**src/rtl/mem_access.sv**
```systemverilog
// Memory-access stage: alignment check, byte-lane steering, req/ack data bus,
// load extension, registered writeback and precise load/store fault reports.
module mem_access #(
    parameter logic [7:0] TIMEOUT = 8'd255
) (
    input  logic        clk,
    input  logic        rst,
    input  logic        cmd_ld_ma,
    input  logic        cmd_st_ma,
    input  logic        wbk_rd_reg_ma,
    input  logic [4:0]  rd_adr_ma,
    input  logic [31:0] rd_data_ma,
    input  logic [31:0] st_data_ma,
    input  logic [2:0]  ldst_code_ma,
    output logic        dmem_req,
    output logic        dmem_we,
    output logic [29:0] dmem_adr,
    output logic [3:0]  dmem_be,
    output logic [31:0] dmem_wdata,
    input  logic        dmem_ack,
    input  logic [31:0] dmem_rdata,
    output logic        ma_stall,
    output logic        wbk_rd_reg_wb,
    output logic [4:0]  rd_adr_wb,
    output logic [31:0] rd_data_wb,
    output logic        ma_fault,
    output logic [3:0]  ma_fault_cause,
    output logic [31:0] ma_fault_adr,
    output logic        dbg_state
);

    // Bus handshake: dmem_req rises with all bus fields registered and holds them
    // stable until the cycle dmem_ack=1 (ack may arrive in the first req cycle);
    // dmem_ack outside an outstanding request is ignored.

    typedef enum logic {IDLE = 1'b0, BUSY = 1'b1} state_t;

    state_t      state, state_nxt;
    logic [7:0]  cnt;
    logic        is_ld, is_st, access, misalign, timeout_hit;
    logic [1:0]  a;
    logic [3:0]  be_calc;
    logic [31:0] wdata_calc;

    logic [4:0]  lat_rd;
    logic [2:0]  lat_code;
    logic [1:0]  lat_a;
    logic        lat_wbk, lat_st;
    logic [31:0] lat_eff_adr;

    logic [31:0] rdata_shift, ld_data;
    logic [7:0]  ld_byte;
    logic [15:0] ld_half;

    assign ma_stall  = (state == BUSY);
    assign dbg_state = state;

    always_comb begin
        is_ld      = cmd_ld_ma;
        is_st      = cmd_st_ma & ~cmd_ld_ma;
        access     = cmd_ld_ma | cmd_st_ma;
        a          = rd_data_ma[1:0];
        misalign   = 1'b0;
        be_calc    = 4'b1111;
        wdata_calc = st_data_ma;
        case (ldst_code_ma)
            3'b000:  misalign = 1'b0;
            3'b001:  misalign = a[0];
            3'b010:  misalign = (a != 2'b00);
            3'b100:  misalign = is_st;
            3'b101:  misalign = is_st | a[0];
            default: misalign = 1'b1;
        endcase
        case (ldst_code_ma[1:0])
            2'b00: begin
                be_calc    = 4'b0001 << a;
                wdata_calc = {4{st_data_ma[7:0]}};
            end
            2'b01: begin
                be_calc    = 4'b0011 << {a[1], 1'b0};
                wdata_calc = {2{st_data_ma[15:0]}};
            end
            default: begin
                be_calc    = 4'b1111;
                wdata_calc = st_data_ma;
            end
        endcase
    end

    // Lane select uses the byte offset latched at request time.
    always_comb begin
        rdata_shift = dmem_rdata >> {lat_a, 3'b000};
        ld_byte     = rdata_shift[7:0];
        ld_half     = lat_a[1] ? dmem_rdata[31:16] : dmem_rdata[15:0];
        case (lat_code)
            3'b000:  ld_data = {{24{ld_byte[7]}}, ld_byte};
            3'b001:  ld_data = {{16{ld_half[15]}}, ld_half};
            3'b100:  ld_data = {24'd0, ld_byte};
            3'b101:  ld_data = {16'd0, ld_half};
            default: ld_data = dmem_rdata;
        endcase
    end

    always_comb begin
        timeout_hit = (state == BUSY) && !dmem_ack && (cnt == TIMEOUT - 8'd1);
        state_nxt   = state;
        case (state)
            IDLE:    if (access && !misalign) state_nxt = BUSY;
            BUSY:    if (dmem_ack || timeout_hit) state_nxt = IDLE;
            default: state_nxt = IDLE;
        endcase
    end

    always_ff @(posedge clk or posedge rst) begin
        if (rst) state <= IDLE;
        else     state <= state_nxt;
    end

    always_ff @(posedge clk or posedge rst) begin
        if (rst)                                     cnt <= 8'd0;
        else if (state != BUSY || dmem_ack || timeout_hit) cnt <= 8'd0;
        else                                         cnt <= cnt + 8'd1;
    end

    always_ff @(posedge clk or posedge rst) begin
        if (rst) begin
            dmem_req       <= 1'b0;
            dmem_we        <= 1'b0;
            dmem_adr       <= 30'd0;
            dmem_be        <= 4'd0;
            dmem_wdata     <= 32'd0;
            wbk_rd_reg_wb  <= 1'b0;
            rd_adr_wb      <= 5'd0;
            rd_data_wb     <= 32'd0;
            ma_fault       <= 1'b0;
            ma_fault_cause <= 4'd0;
            ma_fault_adr   <= 32'd0;
            lat_rd         <= 5'd0;
            lat_code       <= 3'd0;
            lat_a          <= 2'd0;
            lat_wbk        <= 1'b0;
            lat_st         <= 1'b0;
            lat_eff_adr    <= 32'd0;
        end else begin
            wbk_rd_reg_wb <= 1'b0;
            ma_fault      <= 1'b0;
            if (state == IDLE) begin
                if (!access) begin
                    if (wbk_rd_reg_ma && (rd_adr_ma != 5'd0)) begin
                        wbk_rd_reg_wb <= 1'b1;
                        rd_adr_wb     <= rd_adr_ma;
                        rd_data_wb    <= rd_data_ma;
                    end
                end else if (misalign) begin
                    ma_fault       <= 1'b1;
                    ma_fault_cause <= is_st ? 4'd6 : 4'd4;
                    ma_fault_adr   <= rd_data_ma;
                end else begin
                    dmem_req    <= 1'b1;
                    dmem_we     <= is_st;
                    dmem_adr    <= rd_data_ma[31:2];
                    dmem_be     <= be_calc;
                    dmem_wdata  <= wdata_calc;
                    lat_rd      <= rd_adr_ma;
                    lat_code    <= ldst_code_ma;
                    lat_a       <= a;
                    lat_wbk     <= is_ld & wbk_rd_reg_ma & (rd_adr_ma != 5'd0);
                    lat_st      <= is_st;
                    lat_eff_adr <= rd_data_ma;
                end
            end else if (dmem_ack) begin
                dmem_req <= 1'b0;
                if (!lat_st && lat_wbk) begin
                    wbk_rd_reg_wb <= 1'b1;
                    rd_adr_wb     <= lat_rd;
                    rd_data_wb    <= ld_data;
                end
            end else if (timeout_hit) begin
                dmem_req       <= 1'b0;
                ma_fault       <= 1'b1;
                ma_fault_cause <= lat_st ? 4'd7 : 4'd5;
                ma_fault_adr   <= lat_eff_adr;
            end
        end
    end

endmodule

```
**config.mk**
```make
export PLATFORM = sky130hd
export DESIGN_NAME = mem_access
export DESIGN_NICKNAME = d
export VERILOG_FILES = /design/src/rtl/mem_access.sv
export SDC_FILE = /design/constraint.sdc
export NUM_CORES = 1
export LEC_CHECK = 0
export CORE_MARGIN = 5
export CORE_UTILIZATION = 50
export CTS_CLUSTER_SIZE = 12
export DETAILED_ROUTE_END_ITERATION = 8
export GPL_TIMING_DRIVEN = 0
export MAX_ROUTING_LAYER = met4
export PLACE_DENSITY = 0.86
export SLEW_MARGIN = 10
export SYNTH_ARGS = -nofsm -noshare
export SYNTH_HDL_FRONTEND = slang
export SYNTH_SLANG_ARGS = --single-unit
```
**constraint.sdc**
```tcl
create_clock -name clk -period 15.85 [get_ports clk]
set_input_delay 3.17 -clock clk [delete_from_list [all_inputs] [get_ports clk]]
set_output_delay 3.17 -clock clk [all_outputs]
set_load 0.02 [all_outputs]
```
# Word-level counts from Yosys, hierarchy flattened
# Cells that the tools add are included.
# Widths: inputs -> output; s select.
[totals]
register_bits = 195
in_bits = 110
output_inout_bits = 145
word_cells = 115
[classes]
add_sub_neg = 1
eq_ne = 16
shifts = 3
mux = 46
bitwise_logic = 8
n_reduce_logical = 23
[ops]
columns = ["op", "count"]
rows = [
  ["$mux 32", 10],
  ["$pmux 32 s4", 1],
  ["$pmux 32 s2", 1],
  ["$shr 32x5->8", 1],
  ["$mux 5", 5],
  ["$mux 4", 5],
  ["$mux 1", 17],
  ["$mux 16", 1],
  ["$eq 3x3->1 const B", 4],
  ["$add 8x1->8 const B", 1],
  ["$eq 8x8->1 const B", 1],
  ["$mux 8", 1],
  ["$ne 2x2->1 const B", 4],
  ["$pmux 4 s2", 1],
  ["$reduce_and 4->1", 2],
  ["$reduce_bool 2->1", 4],
  ["$eq 3x1->1 const B", 2],
  ["$logic_not 3->1", 2],
  ["$reduce_and 3->1", 2],
  ["$logic_and 1x1->1", 5],
  ["$pmux 1 s5", 1],
  ["$reduce_bool 5->1", 1],
  ["$mux 2", 2],
  ["$ne 2x1->1 const B", 2],
  ["other kinds (12)", 21],
]

# Longest topological paths before layout
[depth]
depth_word = 8
ltp_mapped = 10
ltp_nobuf = 7

# Least setup slack after synthesis
# No wires, ideal clock.
[synth_timing]
path_type = "input to register"
start = "in rd_adr_ma[1]"
end = "reg rd_data_wb[0]"
setup_ns = 0.083
t_arrival_ns = 4.563
required_ns = 15.767
path_slack_ns = 11.204
stages = 7
path_buffers = 2
cell_sequence = "or4_1 o21ai_0 o31a_1 buf_2 buf_2 nand2_1 o21ai_0"
[synth_between]
elab_chain_len = 4
[synth_lines]
columns = ["item", "line_no", "source"]
rows = [
  ["start: declaration", "11", "input logic [4:0] rd_adr_ma,"],
  ["$reduce_bool 5->1", "149", "if (wbk_rd_reg_ma && (rd_adr_ma != 5'd0)) begin"],
  ["$logic_and 1x1->1", "149", ""],
  ["$reduce_bool 2->1 (no source line)", "-", ""],
  ["$reduce_and 4->1 (no source line)", "-", ""],
  ["end signal: assignment", "152", "rd_data_wb <= rd_data_ma;"],
  ["end signal: assignment", "176", "rd_data_wb <= ld_data;"],
  ["end: declaration", "25", "output logic [31:0] rd_data_wb,"],
]
# No other way between the ends.
# A chain may end at the register's enable or synchronous reset.

# Worst setup path after layout
[layout_timing]
start = "in rd_data_ma[0]"
end = "reg ma_fault_adr[16]"
[layout_between]
elab_chain_len = 4
word_cells_on_any_way = 5
classes_between = "mux (1); bitwise (1); reduce/logical (3)"
[layout_lines]
columns = ["item", "line_no", "source"]
rows = [
  ["start: declaration", "12", "input logic [31:0] rd_data_ma,"],
  ["$or 1x1->1 or $reduce_bool 2->1 (tied branches)", "71, 69", ""],
  ["$pmux 1 s5 (*)", "66", "case (ldst_code_ma)"],
  ["$reduce_bool 2->1 (no source line) (*)", "-", ""],
  ["$reduce_and 4->1 (no source line) (*)", "-", ""],
  ["end signal: assignment", "157", "ma_fault_adr <= rd_data_ma;"],
  ["end signal: assignment", "182", "ma_fault_adr <= lat_eff_adr;"],
  ["end: declaration", "28", "output logic [31:0] ma_fault_adr,"],
]
# Mark *: on every way between the ends. The rest lies on a longest branch, timed or not.

==> results.toml <==
[clocking]
clock-sinks = 162
cts-htree-levels = 4
clk_path_buf_depth = 2
cts_setup_buffers = 0
clk_pin_slew_worst_paths_ns = 0.06
cts_tree = "done"
numCtsBuffers = 17
cts.repair.resized = 0
cts_root_buf = "clkbuf_16"
clk_latency_ns = 0.42
cts_hold_buf = 0

[timing]
clock.fmax_ghz = 0.185
finClkSkew_ns = 0.00930
whs_ns = 0.478
post-route-period-util = 0.341
rsz0062_at_grt = "no"
worst_pin_slew_ns = 1.02
final.setup.tns_ns = 0
finalCriticalPeriod_ns = 5.41
slew_headroom = 0.315
setup_viol_count_final = 0
finalHoldViolCount = 0
slew_violations = 0

[synthesis]
synthCells = 761
synth_top_area_share = 0.526
synthFlopType = "dfrtp_1"
synthDistinctLibCells = 51
syn_area_mm2 = 0.00771
async_reset_ff_frac = 1.00
synth_top_area_cell = "dfrtp_1"
ys_seq_area_frac = 0.526
ys_seq_elements = 162
synth_edf_count = 0
yosysWarnings = 0
synth_top_cells_by_count = "162 x dfrtp_1, 109 x nand2_1, 79 x o21ai_0, 52 x inv_1, 51 x mux2_2"
synthTopCellsByArea = "dfrtp_1 53%, mux2_2 7.5%, nand2_1 5.3%, o21ai_0 5.1%, mux2i_1 4.0%"
syn_nets = 873
synth_most_common_cell = "dfrtp_1"
avgSynthCellArea_um2 = 10.1

[route]
drc = 0
firstDrtPassIters = 6
ant_nets = 0
drt-initial-drc-count = 579
wl_per_cell_um = 20.3
wl_um = 25100
vias = 7045
vias_per_cell = 5.70

[floorplanning]
rows = 45
die_area_mm2 = 0.0180
initial_utilization = 0.509
die_h_um = 134
fp.dieW_um = 134
io_pins = 255
core-area_mm2 = 0.0151

[layout]
drive_gt1_frac = 0.131
nFillCells = 1083
nets = 1145
multiInputGateArea_mm2 = 0.00320
seqCellArea_mm2 = 0.00405
area_growth_pct = 43.8

[pwr]
internal_power_mw = 1.07
vdd_drop_max_uv = 75.6
power_switching_mw = 0.600
combPwrFrac = 0.399
power_leakage_nw = 4.80
p_per_area_mw_per_mm2 = 151
switching_share = 0.359
p_clk_frac = 0.243
p_seq_frac = 0.358

[critical_path]
start_kind = "primary input"
setup.worst_path.start = "rd_data_ma[0]"
crit_type = "primary input to register"
rrSetupSlack_ns = 13.42
cp-end-kind = "register"
cp.arrival_ns = 5.76
worstReg2RegStart = "dbg_state"
crit_fanout = 10
worstPathRequired_ns = 16.20

[grt]
grt_pass1_vias = 7079
grt_start_max_net_pins = 84
grt.overflow.total = 0
grt_use_total = 0.287
antenna_found_initial = 2
grt_pass1_wl_um = 39000

[placement]
io_buffers = 252
hpwl_um = 18500
place.gp.congestion = 0.934

[min_path]
hold_class = "register to register"
holdCritStartpoint = "ma_fault_cause[2]"

[run]
maxCapViolations = 0

[run_status]
status = "completed"
[cells in the final DEF (no fill, tap or decap), drive strengths merged, types with 21 or more instances in the layout]
cell | netlist | layout
mux2i | 31 | 31
inv | 52 | 54
buf | 20 | 21
o22ai | 34 | 34
a21oi | 56 | 56
clkdlybuf4s50 | 0 | 252
nor2 | 26 | 26
nand2 | 109 | 109
o21ai | 89 | 89
clkbuf | 35 | 54
mux2 | 51 | 51
dfrtp | 162 | 162
[through the flow]
stage,area [um2],instances,util,worst slack (ns),power [mW]
4_1_cts,11100,1234,0.731,10.45,1.68
6_report,11100,1236,0.732,10.44,1.67
3_3_place_gp,10500,1201,0.691,6.11,1.25
5_1_grt,11100,1236,0.732,10.32,1.75
3_5_place_dp,10500,1202,0.693,10.02,1.27
2_1_floorplan,7710,761,-,8.30,0.935
[critical path: stages]
cell	delay, ns
clkdlybuf4s50_1	0.58
or3_1	0.46
a22oi_1	0.28
or3_1	0.15
buf_2	0.21
clkbuf_1	0.51
o22ai_1	0.24
a21oi_2	0.15
[final timing paths]
kind / to / depth (start not counted)
setup reg to reg: rd_data_wb[7] / 5
max in group asynchronous: rd_data_wb[27] / 3
setup / recovery: ma_fault_adr[16] / 8
hold reg to reg: ma_fault_cause[2] / 1
hold / removal: ma_fault_cause[2] / 1
min in group asynchronous: cnt[1] / 2
[per-layer routing]
layer | global-route usage | vias up | part of all wire
met5 | - | - | 0
met4 | 0.0979 | 0 | 0.027
met3 | 0.0746 | 54 | 0.096
met2 | 0.452 | 376 | 0.47
met1 | 0.364 | 3404 | 0.41
li1 | - | 3211 | -
[area by class of cell]
| type | instances | area share |
|---|---|---|
| multi-input cells | 492 | 0.289 |
| well taps | 188 | 0.0212 |
| flip-flops and latches | 162 | 0.366 |
| diodes | 2 | 0.000452 |
| repair buffers | 253 | 0.230 |
| inverters | 52 | 0.0183 |
| plain buffers | 55 | 0.0234 |
| clock buffers | 19 | 0.0400 |
| clock inverters | 13 | 0.0121 |
[state kept, by name, summed over array words and instances (netlist names), 3 cells and up]
| signal | flops |
|---|---|
| cnt | 8 |
| dmem_adr | 30 |
| dmem_be | 4 |
| dmem_wdata | 32 |
| lat_code | 3 |
| lat_rd | 5 |
| ma_fault_adr | 32 |
| ma_fault_cause | 3 |
| rd_adr_wb | 5 |
| rd_data_wb | 32 |
[power by group through the flow]
| stage | Combinational [mW] | Clock, mW | Sequential (mW) |
|---|---|---|---|
| after floorplan | 0.208 | 0 | 0.728 |
| after global placement | 0.654 | 0 | 0.600 |
| after detailed placement | 0.665 | 0 | 0.605 |
| after CTS | 0.669 | 0.410 | 0.598 |
| after global routing | 0.709 | 0.428 | 0.615 |
| final | 0.666 | 0.406 | 0.599 |
[kinds of logic after synthesis]
family                     count (synthesis)  synth area share
AOI/OAI and AO/OA                        229             0.194
and+or+nand+nor                          172            0.0953
DFF                                      162             0.526
buffers and inverters                    107            0.0589
muxes                                     82             0.115
xor gates and xnor gates                   6           0.00682
adders and majority gates                  2           0.00325
other                                      1          0.000487
(Power assumes the default switching activity.)
